$ cat config.mk
export PLATFORM = sky130hd
export DESIGN_NAME = gate_bist_ctrl
export DESIGN_NICKNAME = d
export VERILOG_FILES = /design/src/rtl/gate_bist_pkg.sv /design/src/rtl/gate_misr.sv /design/src/rtl/gate_bist_ctrl.sv
export SDC_FILE = /design/constraint.sdc
export NUM_CORES = 1
export LEC_CHECK = 0
export BUFFER_PORTS_ARGS = -buffer_cell sky130_fd_sc_hd__buf_4
export CORE_ASPECT_RATIO = 1.1
export CORE_UTILIZATION = 50
export CTS_CLUSTER_DIAMETER = 80
export DETAILED_ROUTE_END_ITERATION = 12
export PLACE_DENSITY_LB_ADDON = 0.3
export SLEW_MARGIN = 20
export SYNTH_ARGS = -nofsm -noshare
export SYNTH_HDL_FRONTEND = slang
export SYNTH_SLANG_ARGS = --single-unit
$ cat constraint.sdc
create_clock -name clk -period 2.6 [get_ports clk]
set_clock_uncertainty 0.15 [all_clocks]
set_input_delay 0.26 -clock clk [delete_from_list [all_inputs] [get_ports clk]]
set_output_delay 0.26 -clock clk [all_outputs]
set_load 0.1 [all_outputs]
$ cat src/rtl/gate_bist_pkg.sv
// gate_bist_pkg: shared states, widths, taps and the LFSR step for the gate BIST controller
package gate_bist_pkg;
  typedef enum logic [1:0] {IDLE, RUN, DONE} state_t;
  localparam int LFSR_TAP_HI = 17;
  localparam int LFSR_TAP_LO = 10;
  localparam int MISR_TAP = 3;
  localparam int N_STIM = 18;
  localparam int N_RESP = 10;
  function automatic logic [N_STIM-1:0] lfsr_next(input logic [N_STIM-1:0] q);
    return {q[N_STIM-2:0], q[LFSR_TAP_HI] ^ q[LFSR_TAP_LO]};
  endfunction
endpackage

$ cat src/rtl/gate_misr.sv
// gate_misr: 10-bit MISR (x^10+x^3+1) compacting model responses
// ports: clk, rst_n (async active-low), clr (zero signature, wins over en),
//        en (absorb resp this edge), resp (model outputs), signature (MISR contents)
module gate_misr
  import gate_bist_pkg::*;
(
  input  logic              clk,
  input  logic              rst_n,
  input  logic              clr,
  input  logic              en,
  input  logic [N_RESP-1:0] resp,
  output logic [N_RESP-1:0] signature
);
  localparam logic [N_RESP-1:0] POLY = N_RESP'(1) | (N_RESP'(1) << MISR_TAP);
  logic [N_RESP-1:0] sig_d, sig_q;
  always_comb
    sig_d = clr ? '0 :
            en  ? ({sig_q[N_RESP-2:0], 1'b0} ^ resp ^ (sig_q[N_RESP-1] ? POLY : '0)) :
                  sig_q;
  always_ff @(posedge clk or negedge rst_n)
    if (!rst_n) sig_q <= '0;
    else        sig_q <= sig_d;
  assign signature = sig_q;
endmodule

$ cat src/rtl/gate_bist_ctrl.sv
// gate_bist_ctrl: LFSR stimulus driver and MISR response reader for 18-in/10-out gate models
// ports: clk, rst_n (async active-low), start, abort, seed, expected_sig, resp (model outputs)
//        -> stim (model inputs), busy, done, pass, signature
module gate_bist_ctrl
  import gate_bist_pkg::*;
#(
  parameter int PATTERN_COUNT = 256
) (
  input  logic              clk,
  input  logic              rst_n,
  input  logic              start,
  input  logic              abort,
  input  logic [N_STIM-1:0] seed,
  input  logic [N_RESP-1:0] expected_sig,
  input  logic [N_RESP-1:0] resp,
  output logic [N_STIM-1:0] stim,
  output logic              busy,
  output logic              done,
  output logic              pass,
  output logic [N_RESP-1:0] signature
);
  localparam logic [15:0] LAST = 16'(PATTERN_COUNT - 1);
  state_t            state_q, state_d;
  logic [N_STIM-1:0] stim_q, stim_d;
  logic [15:0]       cnt_q, cnt_d;
  logic              busy_q, done_q;
  logic              accept, clr, last;
  assign accept = start && !abort && state_q != RUN;
  assign clr    = abort || accept;
  assign last   = cnt_q == LAST;
  always_comb begin
    state_d = state_q;
    stim_d  = stim_q;
    cnt_d   = cnt_q;
    if (abort) begin
      state_d = IDLE;
      stim_d  = '0;
      cnt_d   = '0;
    end else if (accept) begin
      state_d = RUN;
      // all-zero is the LFSR lock-up state, so a zero seed is replaced
      stim_d  = (seed == '0) ? N_STIM'(1) : seed;
      cnt_d   = '0;
    end else if (state_q == RUN) begin
      state_d = last ? DONE : RUN;
      stim_d  = last ? '0 : lfsr_next(stim_q);
      cnt_d   = last ? cnt_q : cnt_q + 16'd1;
    end
  end
  always_ff @(posedge clk or negedge rst_n)
    if (!rst_n) begin
      state_q <= IDLE;
      stim_q  <= '0;
      cnt_q   <= '0;
      busy_q  <= 1'b0;
      done_q  <= 1'b0;
    end else begin
      state_q <= state_d;
      stim_q  <= stim_d;
      cnt_q   <= cnt_d;
      busy_q  <= state_d == RUN;
      done_q  <= state_d == DONE;
    end
  // resp belongs to the stim currently on the bus, so it is absorbed on every RUN edge
  gate_misr u_misr (
    .clk       (clk),
    .rst_n     (rst_n),
    .clr       (clr),
    .en        (state_q == RUN),
    .resp      (resp),
    .signature (signature)
  );
  assign stim = stim_q;
  assign busy = busy_q;
  assign done = done_q;
  assign pass = done_q && (signature == expected_sig);
endmodule
==> results of run 1 <==
## power groups by stage
stage                     clock, uW  sequential (uW)  combinational [uW]
after global routing            502              818                 501
after floorplan                   0             1030                 126
after CTS                       471              812                 476
final                           456              813                 474
after global placement            0              826                 469
after detailed placement          0              826                 474
## timing repair
item / in CTS / in global routing
hold buffers: 1 / 0
setup buffers: 0 / 0
hold endpoints to repair: 48 / 0
## area by class of cell
type                    instances  share of cell area [%]
clock buffers                   7                    2.65
clock inverters                 1                   0.230
inverters                      21                    2.42
multi-input cells             165                    37.0
flip-flops and latches         48                    36.8
well taps                      56                    2.15
repair buffers                 81                    18.7
## kinds of logic (layout without fill, tap and decap cells)
| family | count (synthesis) | count (layout) |
|---|---|---|
| and+or+nand+nor | 73 | 73 |
| buffers and inverters | 34 | 110 |
| DFF | 48 | 48 |
| AOI/OAI and AO/OA | 67 | 67 |
| adders and majority gates | 1 | 1 |
| xor gates and xnor gates | 24 | 24 |
## cells in the mapped netlist (2+ instances only)
library cell | n | area share, %
and4_1 | 2 | 0.69
clkbuf_1 | 8 | 1.2
nand2_1 | 9 | 1.3
dfrtp_1 | 48 | 47
o21a_1 | 2 | 0.59
nor4_1 | 6 | 1.5
a21oi_2 | 4 | 1.4
a222oi_1 | 17 | 6.7
inv_1 | 21 | 3.1
a21oi_1 | 10 | 2.0
and3_1 | 2 | 0.49
o21ai_2 | 3 | 1.0
o31ai_1 | 7 | 2.1
or4_4 | 2 | 0.88
o21ai_0 | 3 | 0.59
clkbuf_8 | 2 | 1.1
nand3_1 | 10 | 2.0
xnor2_1 | 23 | 7.9
nor3_1 | 7 | 1.4
a211oi_1 | 9 | 2.6
or4_2 | 3 | 1.0
or3_2 | 3 | 0.88
a32o_1 | 2 | 0.78
nand4_1 | 6 | 1.5
or4_1 | 3 | 0.88
nor2_1 | 14 | 2.1
## metrics by stage
| step | total power (uW) | hold slack, ns | utilization [%] | setup WS (ns) | cells |
|---|---|---|---|---|---|
| finish | 1740 | 0.0341 | 68.2 | 0.326 | 379 |
| floorplan | 1150 | -0.186 | - | 0.0584 | 247 |
| CTS | 1760 | 0.0322 | 68.2 | 0.344 | 379 |
| detailed placement | 1300 | 0.158 | 66.1 | 0.404 | 370 |
| global placement | 1290 | 0.156 | 66.1 | 0.478 | 370 |
| global route | 1820 | 0.0408 | 68.2 | 0.265 | 379 |
## cell usage in the layout, fill, tap and decap left out, types with 4 or more instances in the layout
cell type / Yosys / layout
a211oi_1: 9 / 9
a21oi_1: 10 / 10
a21oi_2: 4 / 4
a222oi_1: 17 / 17
buf_4: 1 / 80
clkbuf_8: 2 / 6
dfrtp_1: 48 / 48
inv_1: 21 / 21
nand2_1: 9 / 9
nand3_1: 10 / 10
nand4_1: 6 / 6
nor2_1: 14 / 14
nor3_1: 7 / 5
nor4_1: 6 / 6
o31ai_1: 7 / 7
xnor2_1: 23 / 23
## per-layer routing
layer	up-vias	routed length [um]	GRT usage, %
li1	1090	-	-
met1	1107	2690	31.9
met2	59	3030	36.8
met3	8	238	4.60
met4	0	95	8.60
met5	-	0	0
## state kept, by name, summed over array words and instances (netlist names)
name / flops
busy: 1
stim: 18
u_misr.signature: 10
state_q: 2
cnt_q: 16
done: 1
## worst max-delay path, delay by kind of cell, from the launching register on
kind | cells | cell delay [ns]
compound gates | 2 | 0.27
buf+inv | 1 | 0.19
simple gates | 2 | 0.88
fa+ha+maj | 1 | 0.26
flops | 1 | 0.45
## how the worst max path moves through the flow
stage | slack (ns) | end | startpoint
after floorplan | 0.06 | pass | u_misr.signature[9]
after global placement | 0.48 | cnt_q[15] | cnt_q[0]
after detailed placement | 0.40 | cnt_q[15] | cnt_q[0]
after CTS | 0.34 | cnt_q[15] | cnt_q[0]
after global routing | 0.27 | cnt_q[15] | cnt_q[0]
final | 0.33 | cnt_q[15] | cnt_q[0]
==> results_dict.tcl, run 1 <==
set metrics [dict create \
    h-tree-depth 2 \
    rsz0062_at_grt "false" \
    cap_violations 0 \
    n_fill_cell 393 \
    r2r-end "cnt_q[15]" \
    avgSynthCellArea_um2 10.3 \
    synthXorXnorAreaFrac_pct 8.24 \
    reg2reg_depth 6 \
    antenna_found_initial 0 \
    ir_drop_v 0.000389 \
    p_int_uw 1130 \
    async_reset_ff_share_pct 100 \
    sequentialPowerShare_pct 46.7 \
    whs_path_depth 2 \
    drive_gt1_share_pct 33.7 \
    ant_nets 0 \
    switchingPower_uw 609 \
    syn_area_mm2 0.00255 \
    combPwrFrac_pct 27.2 \
    setup.worst_path.start_class "flop" \
    path_cells "ha_1 -> nand3_1 -> o41ai_4 -> buf_4 -> or4_2 -> a21oi_1" \
    path_class "flop to flop" \
    finalSetupViolations 0 \
    status "finished, final reports clean" \
    relSlewSlack_pct 59.2 \
    setup_tns_ns 0 \
    clockRootBuffer "clkbuf_8" \
    yosysWarnings 0 \
    vias_per_cell 5.97 \
    r2r_start "cnt_q[0]" \
    reg2reg_slack_ns 0.33 \
    synth_fp_nets 290 \
    grt_overflow_total 0 \
    cp_max_fo 12 \
    p_leak_uw 0.00151 \
    first_global_vias 2049 \
    switching_share_pct 34.9 \
    cts_tree "yes" \
    fin_crit_sh_pct 87.4 \
    wl_mm 6.06 \
    cpPeakStageDelay_ns 0.64 \
    fmax_mhz 440 \
    layout_min_cycle_time_ns 2.27 \
    ys_ff_latch 48 \
    yosysUniqueCellTypes 47 \
    holdCritStartpoint "abort" \
    post_cts_resize_count 0 \
    synth_ff_type "dfrtp_1" \
    syn_inst 247 \
    clk_path_buf_depth 2 \
    clkPwrFrac_pct 26.2 \
    place_congestion 0.816 \
    seqCellArea_mm2 0.00120 \
    synthMuxAreaShare_pct 0 \
    diodes 0 \
    drc_errors 0 \
    num_vias 2264 \
    cp.arrival_ns 2.35 \
    num_rows 26 \
    grt_pass1_wl_mm 10.1 \
    die_y_um 76.9 \
    cts.sinks 48 \
    drt_first_iter_violations 259 \
    hold_viol 0 \
    first_pass_iters 5 \
    worstMarginPinSlew_ns 0.613 \
    start_util_pct 53.3 \
    synth_fa_ha_area_share_pct 0.490 \
    dpl.hpwl_mm 4.32 \
    clk_pin_slew_worst_paths_ns 0.09 \
    seq_area_frac_synth_pct 47.1 \
    cpMaxStageDelayCell "or4_2" \
    grt_max_degree 49 \
    crit_required_ns 2.68 \
    nets 365 \
    grt.total_usage_pct 23.4 \
    insertion_delay_ns 0.31 \
    die-area_mm2 0.00539 \
    placed_area_mm2 0.00316 \
    io_pins 73 \
    area_growth_syn_to_layout_pct 27.9 \
    die_w_um 70.1 \
    multi_input_area_mm2 0.00121 \
    stdcell_area_mm2 0.00326 \
    min_to "done" \
    synth_edf_count 0 \
    core_mm2 0.00478 \
    finalMaxSlewViolations 0 \
    yosys.area_share.simple_pct 16.2 \
    wl_per_cell_um 16.0 \
    port_buffers 72 \
    synth_top_family_by_area "compound AO/OA/AOI/OAI gates" \
    endpoint_kind "flop" \
    hold_path.class "input port to flop" \
    powerDensity_mw_per_mm2 534 \
    cts_buffers 5 \
    synth_compound_area_share_pct 21.7 \
]
Note: power is estimated with default switching activity, not from simulation.
==> run 2, diff against run 1 <==
- MAX_ROUTING_LAYER: default -> met4
==> run 2 against run 1 <==
Compared with the run above:
- maximum frequency increased by 0.59%
- total power about the same
- utilization unchanged
- sequential power about the same
- count of clock-buffer cells in the layout unchanged
- setup slack improved by 0.013 ns
- register-to-register slack about the same
- routed wire length increased by 0.23%
- cell count unchanged
- sequential cell count unchanged
- die area unchanged
- largest power group unchanged
- global-route usage increased by 0.70 points
==> results_dict.tcl, run 2 (synthesized netlist as in run 1, its figures left out) <==
set metrics [dict create \
    drt_first_iter_violations 248 \
    antenna_found_initial 0 \
    cp-startpoint "cnt_q[0]" \
    post-cts-setup-buffers 0 \
    fmax_mhz 442 \
    n_fill_cell 393 \
    ant_nets 0 \
    grt_overflow_total 0 \
    clockRootBuffer "clkbuf_8" \
    place_congestion 0.828 \
    setup.worst_path.start_class "flop" \
    diodes 0 \
    r2r_start "cnt_q[0]" \
    die-area_mm2 0.00539 \
    cts_buffers 5 \
    die_y_um 76.9 \
    layout_commonest_cell "buf_4" \
    cp.arrival_ns 2.34 \
    port_buffers 72 \
    worstMarginPinSlew_ns 0.610 \
    largest_reg_flops 18 \
    crit_end "cnt_q[15]" \
    die_w_um 70.1 \
    fin_hold_ws_ns 0.0363 \
    crit_family "simple AND/OR/NAND/NOR gates" \
    dpl.hpwl_mm 4.32 \
    first_global_vias 2049 \
    reg2reg_slack_ns 0.34 \
    wl_mm 6.07 \
    reg2reg_depth 6 \
    hold_path.class "input port to flop" \
    wl_per_cell_um 16.0 \
    grt_pass1_wl_mm 10.1 \
    layout_min_cycle_time_ns 2.26 \
    fin_crit_sh_pct 86.9 \
    num_rows 26 \
    rsz0062_at_grt "false" \
    fin_util_pct 68.2 \
    finalSetupViolations 0 \
    drive_gt1_share_pct 33.7 \
    grt.total_usage_pct 24.1 \
    finalMaxSlewViolations 0 \
    setup_tns_ns 0 \
    seqCellArea_mm2 0.00120 \
    multi_input_area_mm2 0.00121 \
    worst_slack_ns 0.340 \
    powerDensity_mw_per_mm2 535 \
    core_mm2 0.00478 \
    crit_required_ns 2.68 \
    area_growth_syn_to_layout_pct 27.9 \
    clk_pin_slew_worst_paths_ns 0.09 \
    r2r-end "cnt_q[15]" \
    insertion_delay_ns 0.31 \
    cap_violations 0 \
    drc_errors 0 \
    dp_slack_ns 0.404 \
    ir_drop_v 0.000391 \
    hold_viol 0 \
    p_leak_uw 0.00151 \
    vias_per_cell 6.00 \
    clk_path_buf_depth 2 \
    num_vias 2275 \
    first_pass_iters 6 \
    cp_max_fo 12 \
    relSlewSlack_pct 59.2 \
    final_cell_mix "80 x buf_4, 48 x dfrtp_1, 23 x xnor2_1, 21 x inv_1, 17 x a222oi_1" \
    nets 365 \
    path_class "flop to flop" \
    path_buf_inv 1 \
    cpPeakStageDelay_ns 0.64 \
    grt_max_degree 49 \
    status "finished, final reports clean" \
    cts_tree "yes" \
    cts.sinks 48 \
    io_pins 73 \
    path_cells "ha_1 -> nand3_1 -> o41ai_4 -> buf_4 -> or4_2 -> a21oi_1" \
    start_util_pct 53.3 \
    cpMaxStageDelayCell "or4_2" \
    endpoint_kind "flop" \
    h-tree-depth 2 \
    crit_cells 6 \
]
run 2: cell counts in the layout (fill, tap and decap cells not counted):
No cell type changed its count.
run 2: where the power goes:
part           leakage [uW]  switching [uW]  internal (uW)
sequential         0.000654            36.1            777
combinational      0.000816             332            141
clock             0.0000445             242            216
total               0.00151             610           1130
run 2: per-stage QoR:
stage	total power [uW]	instances	cell area (um^2)
2_1_floorplan	1150	247	2560
6_report	1740	379	3260
3_3_place_gp	1290	370	3160
4_1_cts	1760	379	3260
3_5_place_dp	1300	370	3160
5_1_grt	1820	379	3260
run 2: final cells by class:
class | instances | share of cell area [%]
multi-input cells | 165 | 37.0
flip-flops and latches | 48 | 36.8
repair buffers | 81 | 18.7
well taps | 56 | 2.15
clock buffers | 7 | 2.65
clock inverters | 1 | 0.230
inverters | 21 | 2.42
run 2: worst min path at each step:
stage / startpoint / slack, ns / endpoint / cells after the start
after global placement: rst_n / 0.16 / cnt_q[5] / 1
final: abort / 0.04 / done / 2
after global routing: abort / 0.04 / state_q[0] / 2
after floorplan: rst_n / -0.19 / busy / 0
after CTS: abort / 0.03 / done / 2
after detailed placement: rst_n / 0.16 / cnt_q[7] / 1
run 2: repair_timing:
action,4_1_cts,5_1_grt
endpoints found under the setup margin,0,0
hold buffers,1,0
endpoints found under the hold margin,48,0
gates resized for setup,0,0
run 2: routing by layer:
metal | part of all wire [%] | track usage [%] | wire length, um
met3 | 4.6 | 4.60 | 278
met1 | 43 | 32.0 | 2640
met2 | 50 | 36.8 | 3060
met5 | 0 | - | 0
met4 | 1.6 | 8.60 | 95
